File: src/rtl/vga_pixel_fetch.sv
// Pixel fetch stage: maps VGA counts to a 2x upscaled framebuffer, keeps syncs aligned
// with RAM read latency, and swaps the displayed bank only at the vertical-blank swap point.
module vga_pixel_fetch #(
    parameter int IMG_W   = 320,
    parameter int IMG_H   = 240,
    parameter int ADDR_W  = 17,
    parameter int PIX_W   = 8,
    parameter int MEM_LAT = 1,
    parameter int VACTIVE = 480
) (
    input  logic              clk_i,
    input  logic              rst_ni,
    input  logic [9:0]        h_cnt_i,
    input  logic [9:0]        v_cnt_i,
    input  logic              hs_i,
    input  logic              vs_i,
    input  logic              d_ena_i,
    output logic [ADDR_W-1:0] mem_addr_o,
    output logic              mem_rd_o,
    output logic              mem_bank_o,
    input  logic [PIX_W-1:0]  mem_data_i,
    input  logic [PIX_W-1:0]  border_i,
    input  logic              swap_req_i,
    output logic              swap_ack_o,
    output logic [PIX_W-1:0]  rgb_o,
    output logic              hs_o,
    output logic              vs_o,
    output logic              d_ena_o,
    output logic              frame_start_o
);

    // Side-band word layout: {frame, vs, hs, d_ena, in_image, border}
    localparam int B_IN = PIX_W;
    localparam int B_DE = PIX_W + 1;
    localparam int B_HS = PIX_W + 2;
    localparam int B_VS = PIX_W + 3;
    localparam int B_FS = PIX_W + 4;
    localparam int SB_W = PIX_W + 5;
    localparam logic [31:0] C_IMG_W = 32'(IMG_W);

    typedef enum logic [1:0] {S_IDLE, S_PEND, S_DONE} state_t;

    // y*IMG_W + x as a sum of shifted copies of y, one per set bit of the constant width
    function automatic logic [ADDR_W-1:0] f_addr(input logic [9:0] x, input logic [9:0] y);
        logic [ADDR_W-1:0] acc;
        acc = ADDR_W'(x);
        for (int i = 0; i < 32; i++) begin
            if (C_IMG_W[i]) acc = acc + (ADDR_W'(y) << i);
        end
        return acc;
    endfunction

    logic [9:0]        w_x;
    logic [9:0]        w_y;
    logic              w_in_img;
    logic              w_fs;
    logic              w_swap_pt;
    logic [SB_W-1:0]   w_out;

    logic [ADDR_W-1:0] r_addr;
    logic              r_rd;
    logic [SB_W-1:0]   r_a;
    logic [SB_W-1:0]   r_b [MEM_LAT];
    state_t            r_state;
    logic              r_bank;
    logic              r_ack;

    assign w_x       = {1'b0, h_cnt_i[9:1]};
    assign w_y       = {1'b0, v_cnt_i[9:1]};
    assign w_in_img  = d_ena_i && (int'(w_x) < IMG_W) && (int'(w_y) < IMG_H);
    assign w_fs      = (h_cnt_i == 10'd0) && (v_cnt_i == 10'd0);
    assign w_swap_pt = (h_cnt_i == 10'd0) && (v_cnt_i == 10'(VACTIVE));

    // Stage A: address/strobe out to the RAM, side-band captured with the pixel
    always_ff @(posedge clk_i or negedge rst_ni) begin
        if (!rst_ni) begin
            r_addr <= '0;
            r_rd   <= 1'b0;
            r_a    <= '0;
        end else begin
            r_addr <= f_addr(w_x, w_y);
            r_rd   <= w_in_img;
            r_a    <= {w_fs, vs_i, hs_i, d_ena_i, w_in_img, border_i};
        end
    end

    // Stage B: side-band rides alongside the MEM_LAT-cycle RAM access
    always_ff @(posedge clk_i or negedge rst_ni) begin
        if (!rst_ni) begin
            for (int i = 0; i < MEM_LAT; i++) r_b[i] <= '0;
        end else begin
            r_b[0] <= r_a;
            for (int i = 1; i < MEM_LAT; i++) r_b[i] <= r_b[i-1];
        end
    end

    assign w_out = r_b[MEM_LAT-1];

    always_comb begin
        rgb_o = '0;
        if (w_out[B_DE]) rgb_o = w_out[B_IN] ? mem_data_i : w_out[PIX_W-1:0];
    end

    assign mem_addr_o    = r_addr;
    assign mem_rd_o      = r_rd;
    assign hs_o          = w_out[B_HS];
    assign vs_o          = w_out[B_VS];
    assign d_ena_o       = w_out[B_DE];
    assign frame_start_o = w_out[B_FS];

    // A request seen in IDLE costs one cycle, so one arriving on the swap point waits a frame
    always_ff @(posedge clk_i or negedge rst_ni) begin
        if (!rst_ni) begin
            r_state <= S_IDLE;
            r_bank  <= 1'b0;
            r_ack   <= 1'b0;
        end else begin
            r_ack <= 1'b0;
            case (r_state)
                S_IDLE: if (swap_req_i) r_state <= S_PEND;
                S_PEND: if (w_swap_pt) begin
                    r_bank  <= ~r_bank;
                    r_ack   <= 1'b1;
                    r_state <= S_DONE;
                end
                S_DONE: if (!swap_req_i) r_state <= S_IDLE;
                default: r_state <= S_IDLE;
            endcase
        end
    end

    assign mem_bank_o = r_bank;
    assign swap_ack_o = r_ack;

endmodule

File: config.mk
export PLATFORM = sky130hd
export DESIGN_NAME = vga_pixel_fetch
export DESIGN_NICKNAME = d
export VERILOG_FILES = /design/src/rtl/vga_pixel_fetch.sv
export SDC_FILE = /design/constraint.sdc
export NUM_CORES = 1
export LEC_CHECK = 0
export CAP_MARGIN = 20
export CORE_ASPECT_RATIO = 0.5
export CORE_MARGIN = 4
export CORE_UTILIZATION = 44
export DETAILED_ROUTE_END_ITERATION = 7
export PLACE_DENSITY = 0.8
export SYNTH_ARGS = -nofsm -noshare
export SYNTH_HDL_FRONTEND = slang
export SYNTH_SLANG_ARGS = --single-unit
File: constraint.sdc
create_clock -name clk_i -period 1.7 [get_ports clk_i]
set_input_delay 0.51 -clock clk_i [delete_from_list [all_inputs] [get_ports clk_i]]
set_output_delay 0.51 -clock clk_i [all_outputs]
set_load 0.005 [all_outputs]
==> impl_metrics.ini <==
[die]
rows = 16
dieHeight_um = 55.4
core_area_sq_mm = 0.00410
io_pins = 74
dieArea_sq_mm = 0.00570
initial_core_util = 0.482
dieWidth_um = 103

[synth]
synth.area.top_cells = dfrtp_1 (59%), ha_1 (11%), mux2i_1 (4.0%), xnor2_1 (2.7%), nor2b_1 (2.5%)
synth.distinct_cells = 32
synth_top_family_by_area = adder cells
synth.avg_cell_area_sq_um = 13.5
synthAdderAreaFrac = 0.128
synth_area_leader_cell = dfrtp_1
syn_nets = 208
synthSimpleGateAreaFrac = 0.118
syn_inst = 147
synth_compound_area_frac = 0.0670
ys_ff_latch = 47
synth_edf_count = 0
seq_area_frac_synth = 0.594
synthFlopType = dfrtp_1
synthXorXnorAreaFrac = 0.0354
async_reset_ff_frac = 1.00
yosysWarnings = 0
synthMuxAreaShare = 0.0405
synth_top_area_frac = 0.594
syn_area_sq_mm = 0.00198

[global_route]
grt_usage = 0.200
grt.met2_usage = 0.369
grt_pass1_vias = 1746
grt_max_degree = 48
antenna_found_initial = 0
use_met3 = 0.0352
top_usage_layer = met2
overflow = 0
grt_first_pass_wirelength_mm = 8.75
grt.met1_usage = 0.234

[route]
ant_nets = 0
wirelength_mm = 5.86
drcViolationCount = 0
firstDrtPassIters = 4
wl_per_cell_um = 18.6
viasPerCell = 5.06
num_vias = 1594
drtIter0Drc = 34

[layout]
drive_above_1_share = 0.341
nets = 322
seq_area_sq_mm = 0.00118
multi_input_area_sq_um = 970
syn_to_final_growth_pct = 67.1
final_util = 0.806
fillers = 226
num_antenna_cells = 0

[timing]
finalHoldViolCount = 0
skew_ns = 0.00569
fin_tns_setup_ns = -3.61
slew_headroom = 0.780
post-route-period-util = 1.35
setup_viol = 11
worstMarginPinSlew_ns = 0.329
rsz0062_at_grt = true
slew_violations = 0
fmax_mhz = 434
fin_crit_ns = 2.30
hold_slack_ns = 0.191
fin_ws_ns = -0.603

[power]
powerDensity_mw_per_mm2 = 817
ir_drop_mv = 0.451
leakage_nw = 1.54
finalPower_mw = 2.70

[clocking]
cts_tree = built
clk_pin_slew_ns = 0.09
cts_made_buffers = 5
numClockSinks = 47
htreeDepth = 2
clockRootBuffer = clkbuf_8
clk_latency_ns = 0.30
clk_path_buf_depth = 2

[setup_path]
path_max_fanout = 2
cp_data_required_time_ns = 1.91
critPathLaunchType = primary input
crit_path_top_delay_cell = fa_1
cp_cell_sequence = buf_8 > inv_4 > fa_1 > inv_2 > ha_4 > a21o_1 > buf_4 > buf_6 > a2111oi_4 > nor3_2 > xnor2_1
end_kind = flip-flop
path_class = primary input to flip-flop
r2r-start = r_state[0]
rr_worst_depth = 4
cpPeakStageDelay_ns = 0.56
ff2ff_setup_slack_ns = 0.65
cp.arrival_ns = 2.52
r2r-end = mem_bank_o

[placed_design]
port_buffers = 73
pre_cts_ws_ns = -1.45
globalplace.congestion = 0.786
hpwl_mm = 3.95

[outcome]
status = complete, but fails checks
violations = setup timing

[worst_hold_path]
hold_class = primary input to async pin

[job]
drv_cap = 0
==> stage by stage <==
step                      std cells  cell area [sq um]
after global placement          302               3040
after floorplan                 147               2020
after global routing            315               3310
after CTS                       313               3240
final                           315               3310
after detailed placement        302               3040
==> Yosys cell counts (all sizes together), types with 3 or more instances <==
master	count
xnor2	6
a21oi	5
nor2	5
nor2b	8
dfrtp	47
inv	8
ha	17
nor3	7
nand3	4
nor4	3
mux2i	8
nand2	3
==> worst max-delay path, delay by kind of cell <==
kind / cells / cell delay [ns]
xor gates and xnor gates: 1 / 0.21
and+or+nand+nor: 1 / 0.10
adders and majority gates: 2 / 0.76
buffers and inverters: 5 / 0.44
AOI/OAI and AO/OA: 2 / 0.49
==> cell usage in the layout, fill, tap and decap left out, drive strengths merged, types with 6 or more instances in the layout <==
cell type / netlist / routed
inv: 8 / 8
buf: 0 / 47
dfrtp: 47 / 47
dlymetal6s2s: 0 / 6
dlygate4sd2: 0 / 16
nor2b: 8 / 8
nor3: 7 / 7
ha: 17 / 17
clkdlybuf4s50: 0 / 39
mux2i: 8 / 8
xnor2: 6 / 6
==> worst max path at each step <==
| stage | startpoint | slack, ns | endpoint | depth (start not counted) |
|---|---|---|---|---|
| finish | v_cnt_i[1] | -0.60 | mem_addr_o[14] | 11 |
| global route | v_cnt_i[1] | -0.68 | mem_addr_o[14] | 11 |
| CTS | v_cnt_i[1] | -0.54 | mem_addr_o[16] | 9 |
| detailed placement | v_cnt_i[3] | -1.45 | mem_addr_o[16] | 9 |
| global placement | v_cnt_i[3] | -1.40 | mem_addr_o[16] | 9 |
| floorplan | v_cnt_i[3] | -0.76 | mem_addr_o[16] | 8 |
==> flip-flops by register name, summed over array words and instances, names as in the netlist <==
name	cells
mem_addr_o	17
mem_bank_o	1
r_a	13
r_b	13
r_state	2
swap_ack_o	1
==> per-layer routing <==
metal,wire (um),up-vias
met5,0,-
met4,197,0
met3,271,21
met2,3110,56
met1,2290,774
li1,-,743
==> layout make-up <==
type / count / share of cell area
Timing Repair Buffer: 108 / 0.293
Sequential cell: 47 / 0.356
Clock buffer: 5 / 0.0208
Inverter: 8 / 0.0121
Multi-Input combinational cell: 91 / 0.293
Tap cell: 54 / 0.0204
Clock inverter: 2 / 0.00416
==> where the power goes <==
part | internal, mW | switching, mW
clock | 0.282 | 0.371
sequential | 1.22 | 0.0334
combinational | 0.469 | 0.331
==> timing repair <==
item | 4_1_cts | 5_1_grt
resized for setup | 88 | 15
setup endpoints to repair | 24 | 23
hold buffers | 0 | 0
buffers inserted | 4 | 4
pin swaps | 17 | 9
==> kinds of logic (layout without fill, tap and decap cells) <==
| kind of cell | Yosys count | in the layout |
|---|---|---|
| flip-flops | 47 | 47 |
| AND/OR/NAND/NOR | 40 | 40 |
| adder cells (fa/ha/maj) | 19 | 19 |
| AO/OA/AOI/OAI | 16 | 16 |
| buffers and inverters | 9 | 123 |
| XOR/XNOR | 8 | 8 |
| multiplexers | 8 | 8 |
Power figures use the tool's default switching activity.
